**src/rtl/mdu_iter.sv**
```systemverilog
// Iterative RV32M multiply/divide unit: radix-2 shift-add multiplier and restoring
// divider sharing one 2*WIDTH accumulator, one bit per cycle, valid/ready on both sides.
module mdu_iter #(
  parameter int WIDTH = 32,
  parameter int CNT_W = $clog2(WIDTH) + 1
) (
  input  logic             clk,
  input  logic             reset,
  input  logic             in_valid,
  output logic             in_ready,
  input  logic [2:0]       op,
  input  logic [WIDTH-1:0] a,
  input  logic [WIDTH-1:0] b,
  input  logic             abort,
  output logic             out_valid,
  input  logic             out_ready,
  output logic [WIDTH-1:0] res
);

  typedef enum logic [1:0] {
    IDLE = 2'd0,
    CALC = 2'd1,
    FIX  = 2'd2,
    DONE = 2'd3
  } state_t;

  function automatic logic [WIDTH-1:0] cond_neg(input logic [WIDTH-1:0] v, input logic n);
    return n ? ({WIDTH{1'b0}} - v) : v;
  endfunction

  function automatic logic [2*WIDTH-1:0] cond_neg2(input logic [2*WIDTH-1:0] v, input logic n);
    return n ? ({(2*WIDTH){1'b0}} - v) : v;
  endfunction

  state_t             state_r, state_s;
  logic [2:0]         op_r, op_s;
  logic [CNT_W-1:0]   cnt_r, cnt_s;
  logic [2*WIDTH-1:0] acc_r, acc_s;
  logic [WIDTH-1:0]   opnd_r, opnd_s;
  logic [WIDTH-1:0]   res_r, res_s;
  logic               neg_r, neg_s;
  logic               rneg_r, rneg_s;

  logic               accept_s, signed_a_s, signed_b_s, a_neg_s, b_neg_s;
  logic               div_zero_s, ovf_s;
  logic [WIDTH-1:0]   mag_a_s, mag_b_s, special_s;
  logic [WIDTH:0]     mul_sum_s, div_shift_s, div_diff_s;
  logic [2*WIDTH-1:0] prod_s;
  logic [WIDTH-1:0]   fix_s;

  assign in_ready  = (state_r == IDLE);
  assign out_valid = (state_r == DONE);
  assign res       = res_r;

  assign accept_s   = in_valid && (state_r == IDLE) && !abort;
  assign signed_a_s = (op == 3'd1) || (op == 3'd2) || (op == 3'd4) || (op == 3'd6);
  assign signed_b_s = (op == 3'd1) || (op == 3'd4) || (op == 3'd6);
  assign a_neg_s    = signed_a_s && a[WIDTH-1];
  assign b_neg_s    = signed_b_s && b[WIDTH-1];
  assign mag_a_s    = cond_neg(a, a_neg_s);
  assign mag_b_s    = cond_neg(b, b_neg_s);
  assign div_zero_s = op[2] && (b == {WIDTH{1'b0}});
  assign ovf_s      = op[2] && !op[0] && (a == {1'b1, {(WIDTH-1){1'b0}}}) && (b == {WIDTH{1'b1}});
  assign special_s  = div_zero_s ? (op[1] ? a : {WIDTH{1'b1}})
                                 : (op[1] ? {WIDTH{1'b0}} : a);

  // Multiply keeps {partial_hi, multiplier}; divide keeps {remainder, quotient/dividend}
  assign mul_sum_s   = {1'b0, acc_r[2*WIDTH-1:WIDTH]} +
                       (acc_r[0] ? {1'b0, opnd_r} : {(WIDTH+1){1'b0}});
  assign div_shift_s = {acc_r[2*WIDTH-1:WIDTH], acc_r[WIDTH-1]};
  assign div_diff_s  = div_shift_s - {1'b0, opnd_r};
  assign prod_s      = cond_neg2(acc_r, neg_r);

  // Sign correction and result select for the FIX cycle
  always_comb begin
    fix_s = {WIDTH{1'b0}};
    if (!op_r[2]) begin
      fix_s = (op_r == 3'd0) ? prod_s[WIDTH-1:0] : prod_s[2*WIDTH-1:WIDTH];
    end else if (!op_r[1]) begin
      fix_s = cond_neg(acc_r[WIDTH-1:0], neg_r);
    end else begin
      fix_s = cond_neg(acc_r[2*WIDTH-1:WIDTH], rneg_r);
    end
  end

  // Next-state and datapath update
  always_comb begin
    state_s = state_r;
    op_s    = op_r;
    cnt_s   = cnt_r;
    acc_s   = acc_r;
    opnd_s  = opnd_r;
    res_s   = res_r;
    neg_s   = neg_r;
    rneg_s  = rneg_r;
    case (state_r)
      IDLE: begin
        if (accept_s) begin
          op_s  = op;
          cnt_s = {CNT_W{1'b0}};
          if (div_zero_s || ovf_s) begin
            res_s   = special_s;
            state_s = DONE;
          end else begin
            state_s = CALC;
            neg_s   = a_neg_s ^ b_neg_s;
            rneg_s  = a_neg_s;
            if (op[2]) begin
              acc_s  = {{WIDTH{1'b0}}, mag_a_s};
              opnd_s = mag_b_s;
            end else begin
              acc_s  = {{WIDTH{1'b0}}, mag_b_s};
              opnd_s = mag_a_s;
            end
          end
        end else begin
          state_s = IDLE;
        end
      end
      CALC: begin
        if (abort) begin
          state_s = IDLE;
        end else begin
          if (!op_r[2]) begin
            acc_s = {mul_sum_s, acc_r[WIDTH-1:1]};
          end else if (!div_diff_s[WIDTH]) begin
            acc_s = {div_diff_s[WIDTH-1:0], acc_r[WIDTH-2:0], 1'b1};
          end else begin
            acc_s = {div_shift_s[WIDTH-1:0], acc_r[WIDTH-2:0], 1'b0};
          end
          cnt_s   = cnt_r + {{(CNT_W-1){1'b0}}, 1'b1};
          state_s = (cnt_r == CNT_W'(WIDTH - 1)) ? FIX : CALC;
        end
      end
      FIX: begin
        if (abort) begin
          state_s = IDLE;
        end else begin
          res_s   = fix_s;
          state_s = DONE;
        end
      end
      DONE: begin
        if (abort || out_ready) begin
          state_s = IDLE;
        end else begin
          state_s = DONE;
        end
      end
      default: begin
        state_s = IDLE;
      end
    endcase
  end

  // State and datapath registers
  always_ff @(posedge clk) begin
    if (reset) begin
      state_r <= IDLE;
      op_r    <= 3'd0;
      cnt_r   <= {CNT_W{1'b0}};
      acc_r   <= {(2*WIDTH){1'b0}};
      opnd_r  <= {WIDTH{1'b0}};
      res_r   <= {WIDTH{1'b0}};
      neg_r   <= 1'b0;
      rneg_r  <= 1'b0;
    end else begin
      state_r <= state_s;
      op_r    <= op_s;
      cnt_r   <= cnt_s;
      acc_r   <= acc_s;
      opnd_r  <= opnd_s;
      res_r   <= res_s;
      neg_r   <= neg_s;
      rneg_r  <= rneg_s;
    end
  end

endmodule

```
**config.mk**
```make
export PLATFORM = sky130hd
export DESIGN_NAME = mdu_iter
export DESIGN_NICKNAME = d
export VERILOG_FILES = /design/src/rtl/mdu_iter.sv
export SDC_FILE = /design/constraint.sdc
export NUM_CORES = 1
export LEC_CHECK = 0
export CAP_MARGIN = 5
export CELL_PAD_IN_SITES_DETAIL_PLACEMENT = 0
export CELL_PAD_IN_SITES_GLOBAL_PLACEMENT = 1
export CORE_MARGIN = 1
export CORE_UTILIZATION = 41
export CTS_BUF_LIST = sky130_fd_sc_hd__clkbuf_2
export DETAILED_ROUTE_END_ITERATION = 8
export GPL_ROUTABILITY_DRIVEN = 0
export PLACE_DENSITY_LB_ADDON = 0.05
export SLEW_MARGIN = 20
export SYNTH_ARGS = -nofsm -noshare
export SYNTH_HDL_FRONTEND = slang
export SYNTH_SLANG_ARGS = --single-unit
```
**constraint.sdc**
```tcl
create_clock -name clk -period 3.9 [get_ports clk]
set_clock_uncertainty 0.1 [all_clocks]
set_input_delay 0.78 -clock clk [delete_from_list [all_inputs] [get_ports clk]]
set_output_delay 0.78 -clock clk [all_outputs]
set_load 0.1 [all_outputs]
```
==> results.sh <==
export IMPL_outcome="finished clean"
export IMPL_fin_nets=2418
export IMPL_slew_headroom_pct=30.3
export IMPL_final_hold_viol_count=0
export IMPL_dieArea_sq_mm=0.0369
export IMPL_grt_pass1_wl_mm=91.7
export IMPL_fin_crit_sh_pct=96.3
export IMPL_numCtsBuffers=17
export IMPL_muxShareOfSynthArea_pct=6.06
export IMPL_use_met2_pct=54.0
export IMPL_syn_to_final_growth_pct=21.1
export IMPL_vias=16300
export IMPL_async_flop_share_pct=0
export IMPL_reg2reg_to="acc_r[47]$_SDFFE_PP0P_"
export IMPL_ys_seq_area_share_pct=19.0
export IMPL_clk_pin_slew_worst_paths_ns=0.26
export IMPL_synthAdderAreaFrac_pct=7.60
export IMPL_cts_tree="yes"
export IMPL_fp_dieW_microns=192
export IMPL_pwr_density_cell_mw_per_mm2=241
export IMPL_htree_levels=4
export IMPL_max_stage_delay_ns=0.42
export IMPL_cts_root_buf="clkbuf_2"
export IMPL_drtPass1Iterations=6
export IMPL_grt_pass1_vias=15300
export IMPL_end_kind="flip-flop"
export IMPL_io_pins=106
export IMPL_fmax_mhz=266
export IMPL_seqPwrFrac_pct=36.2
export IMPL_cp_num_buf_inv=3
export IMPL_synth_area_per_cell_sq_um=7.10
export IMPL_p_int_w=0.00269
export IMPL_fin_crit_ns=3.75
export IMPL_setup_violations=0
export IMPL_clk_path_buf_depth=2
export IMPL_cp_slowest_cell="fa_1"
export IMPL_whs_path_depth=3
export IMPL_drive_gt1_share_pct=13.2
export IMPL_crit_cells=15
export IMPL_synth_xor_area_share_pct=11.6
export IMPL_hold_start="op[2]"
export IMPL_setup_worst_path_class="reg -> reg"
export IMPL_ys_seq_elements=141
export IMPL_yosysWarnings=0
export IMPL_initial_core_util_pct=41.7
export IMPL_whs_ns=0.228
export IMPL_syn_num_nets=2232
export IMPL_path_cells="inv_1, ha_1, fa_1, nand2b_1, a21oi_2, o22a_2, a21oi_2, o311ai_2, buf_4, a31oi_1, xnor2_2, buf_12, mux2_2, nand2_1, o211ai_1"
export IMPL_layout_common_cells="252 x nor2_1, 215 x buf_4, 210 x nand2_1"
export IMPL_final_common_cell="nor2_1"
export IMPL_crit_top_cell="a21oi_2"
export IMPL_crit_fanout=20
export IMPL_cellLeakagePower_nw=7.00
export IMPL_via_per_inst=5.91
export IMPL_dpl_hpwl_mm=48.9
export IMPL_antenna_found_initial=2
export IMPL_post_drt_wl_per_cell_microns=22.2
export IMPL_synth_top_area_cell="dfxtp_1"
export IMPL_drt_total_wl_mm=61.0
export IMPL_startpoint_type="flip-flop"
export IMPL_netlist_area_sq_mm=0.0148
export IMPL_comb_power_share_pct=36.4
export IMPL_ys_flop_type="dfxtp_1"
export IMPL_dp_slack_ns=-0.165
export IMPL_grt_overflow_total=0
export IMPL_ant_nets=0
export IMPL_arrival_ns=4.32
export IMPL_ff2ff_setup_slack_ns=0.15
export IMPL_track_usage_pct=33.1
export IMPL_coreArea_sq_mm=0.0356
export IMPL_reg2reg_depth=15
export IMPL_hold_path_class="in -> reg"
export IMPL_clock_latency_ns=0.79
export IMPL_setup_slack_ns=0.146
export IMPL_synth_top_family_by_area="compound AO/OA/AOI/OAI gates"
export IMPL_syn_inst=2088
export IMPL_busiest_layer="met2"
export IMPL_synth_compound_gate_area_share_pct=27.3
export IMPL_rr_startpoint="acc_r[31]$_SDFFE_PP0P_"
export IMPL_synth_simple_area_share_pct=22.6
export IMPL_numClockSinks=141
export IMPL_rows=69
export IMPL_clkPwrFrac_pct=27.4
export IMPL_maxCapViolCount=0
export IMPL_seqCellArea_sq_mm=0.00283
export IMPL_port_buffers=105
export IMPL_met3_usage_pct=3.34
export IMPL_slew_viol_final=0
export IMPL_initialDrtViolationCount=1399
export IMPL_postCtsSetupRepairBufs=0
export IMPL_critPathTopFamily="compound AO/OA/AOI/OAI gates"
export IMPL_critical_path_required_ns=4.46
export IMPL_dieHeight_microns=192
export IMPL_holdPathEnd="opnd_r[31]$_SDFFE_PP0P_"
export IMPL_synth_cell_type_count=78
export IMPL_p_switching_w=0.00163
export IMPL_synth_edf_count=0
export IMPL_synth_top_area_share_pct=19.0
export IMPL_yosys_top_cells_area="dfxtp_1 19%, nor2_1 6.4%, a21oi_1 6.3%"
export IMPL_grt_max_degree=89
export IMPL_ir_worst_vdd_mv=0.188
export IMPL_grt_use_met1_pct=43.8
export IMPL_p_sw_share_pct=37.7
export IMPL_tightest_slew_ns=1.04
export IMPL_cts_hold_buf=0
export IMPL_multi_input_area_sq_mm=0.0112
export IMPL_nFillCells=3658
export IMPL_drc=0
[flip-flops by register name (all words and copies together), names as in the netlist]
register,cells
acc_r,64
opnd_r,32
res,32
cnt_r,6
op_r,3
state_r,2
neg_r,1
rneg_r,1
[logic make-up after synthesis]
logic type	after synthesis
and+or+nand+nor	714
AOI/OAI and AO/OA	640
buffers and inverters	214
xor gates and xnor gates	197
DFF	141
adders and majority gates	93
muxes	89
[cell type report]
cell class | instances | area share (%)
timing repair buffer | 324 | 15.4
multi-input combinational | 1733 | 62.6
clock inverter | 15 | 1.34
clock buffer | 17 | 0.474
antenna | 2 | 0.0279
tap | 461 | 3.21
inverter | 57 | 1.19
sequential | 141 | 15.7
[per-stage QoR]
step                util, %  area (sq um)  cells  setup TNS, ns  total power (W)
floorplan                 -         14800   2088              0          0.00248
global placement       49.4         17600   2716          -4.85          0.00312
detailed placement     49.4         17600   2716          -4.53          0.00312
CTS                    50.4         17900   2748              0          0.00430
global route           50.5         18000   2749        -0.0144          0.00452
finish                 50.5         18000   2750              0          0.00432
[worst reg2reg max path, stage by stage, from the launching register on]
cell and delay, ns:
dfxtp_1 0.38, inv_1 0.08, ha_1 0.25, fa_1 0.42
nand2b_1 0.19, a21oi_2 0.18, o22a_2 0.26, a21oi_2 0.12
o311ai_2 0.34, buf_4 0.17, a31oi_1 0.15, xnor2_2 0.28
buf_12 0.21, mux2_2 0.36, nand2_1 0.07, o211ai_1 0.09
[synthesized netlist by cell type (26+ instances only)]
cell type,instances
a211oi_1,49
a21o_1,26
a21oi_1,186
clkbuf_1,129
dfxtp_1,141
ha_1,70
inv_1,57
mux2i_1,86
nand2_1,210
nand2b_1,28
nor2_1,253
nor3_1,44
o211ai_1,42
o21ai_0,143
o31ai_1,27
xnor2_1,94
xor2_1,103
[worst max path at each step]
| stage | from | end |
|---|---|---|
| 2_1_floorplan | acc_r[31]$_SDFFE_PP0P_ | acc_r[35]$_SDFFE_PP0P_ |
| 4_1_cts | acc_r[31]$_SDFFE_PP0P_ | acc_r[47]$_SDFFE_PP0P_ |
| 3_5_place_dp | a[27] | res[31]$_SDFFE_PP0P_ |
| 3_3_place_gp | a[27] | res[9]$_SDFFE_PP0P_ |
| 5_1_grt | acc_r[31]$_SDFFE_PP0P_ | acc_r[62]$_SDFFE_PP0P_ |
| 6_report | acc_r[31]$_SDFFE_PP0P_ | acc_r[47]$_SDFFE_PP0P_ |
[power by group through the flow]
| stage | clock network [W] | logic (W) | registers, W |
|---|---|---|---|
| 2_1_floorplan | 0 | 0.000924 | 0.00156 |
| 3_3_place_gp | 0 | 0.00153 | 0.00159 |
| 3_5_place_dp | 0 | 0.00153 | 0.00159 |
| 4_1_cts | 0.00120 | 0.00154 | 0.00156 |
| 5_1_grt | 0.00126 | 0.00169 | 0.00157 |
| 6_report | 0.00119 | 0.00157 | 0.00156 |
[repair_timing]
action                                  CTS  global route
gates resized for setup                   2            13
hold endpoints to repair                  0             0
endpoints found under the setup margin   31            37
pin swaps                                 0             1
[layer usage]
layer,routed length [microns],up-vias
met5,0,-
met4,2630,0
met3,3620,105
met2,28000,612
met1,26700,7626
li1,-,7912
Power figures use the tool's default switching activity.
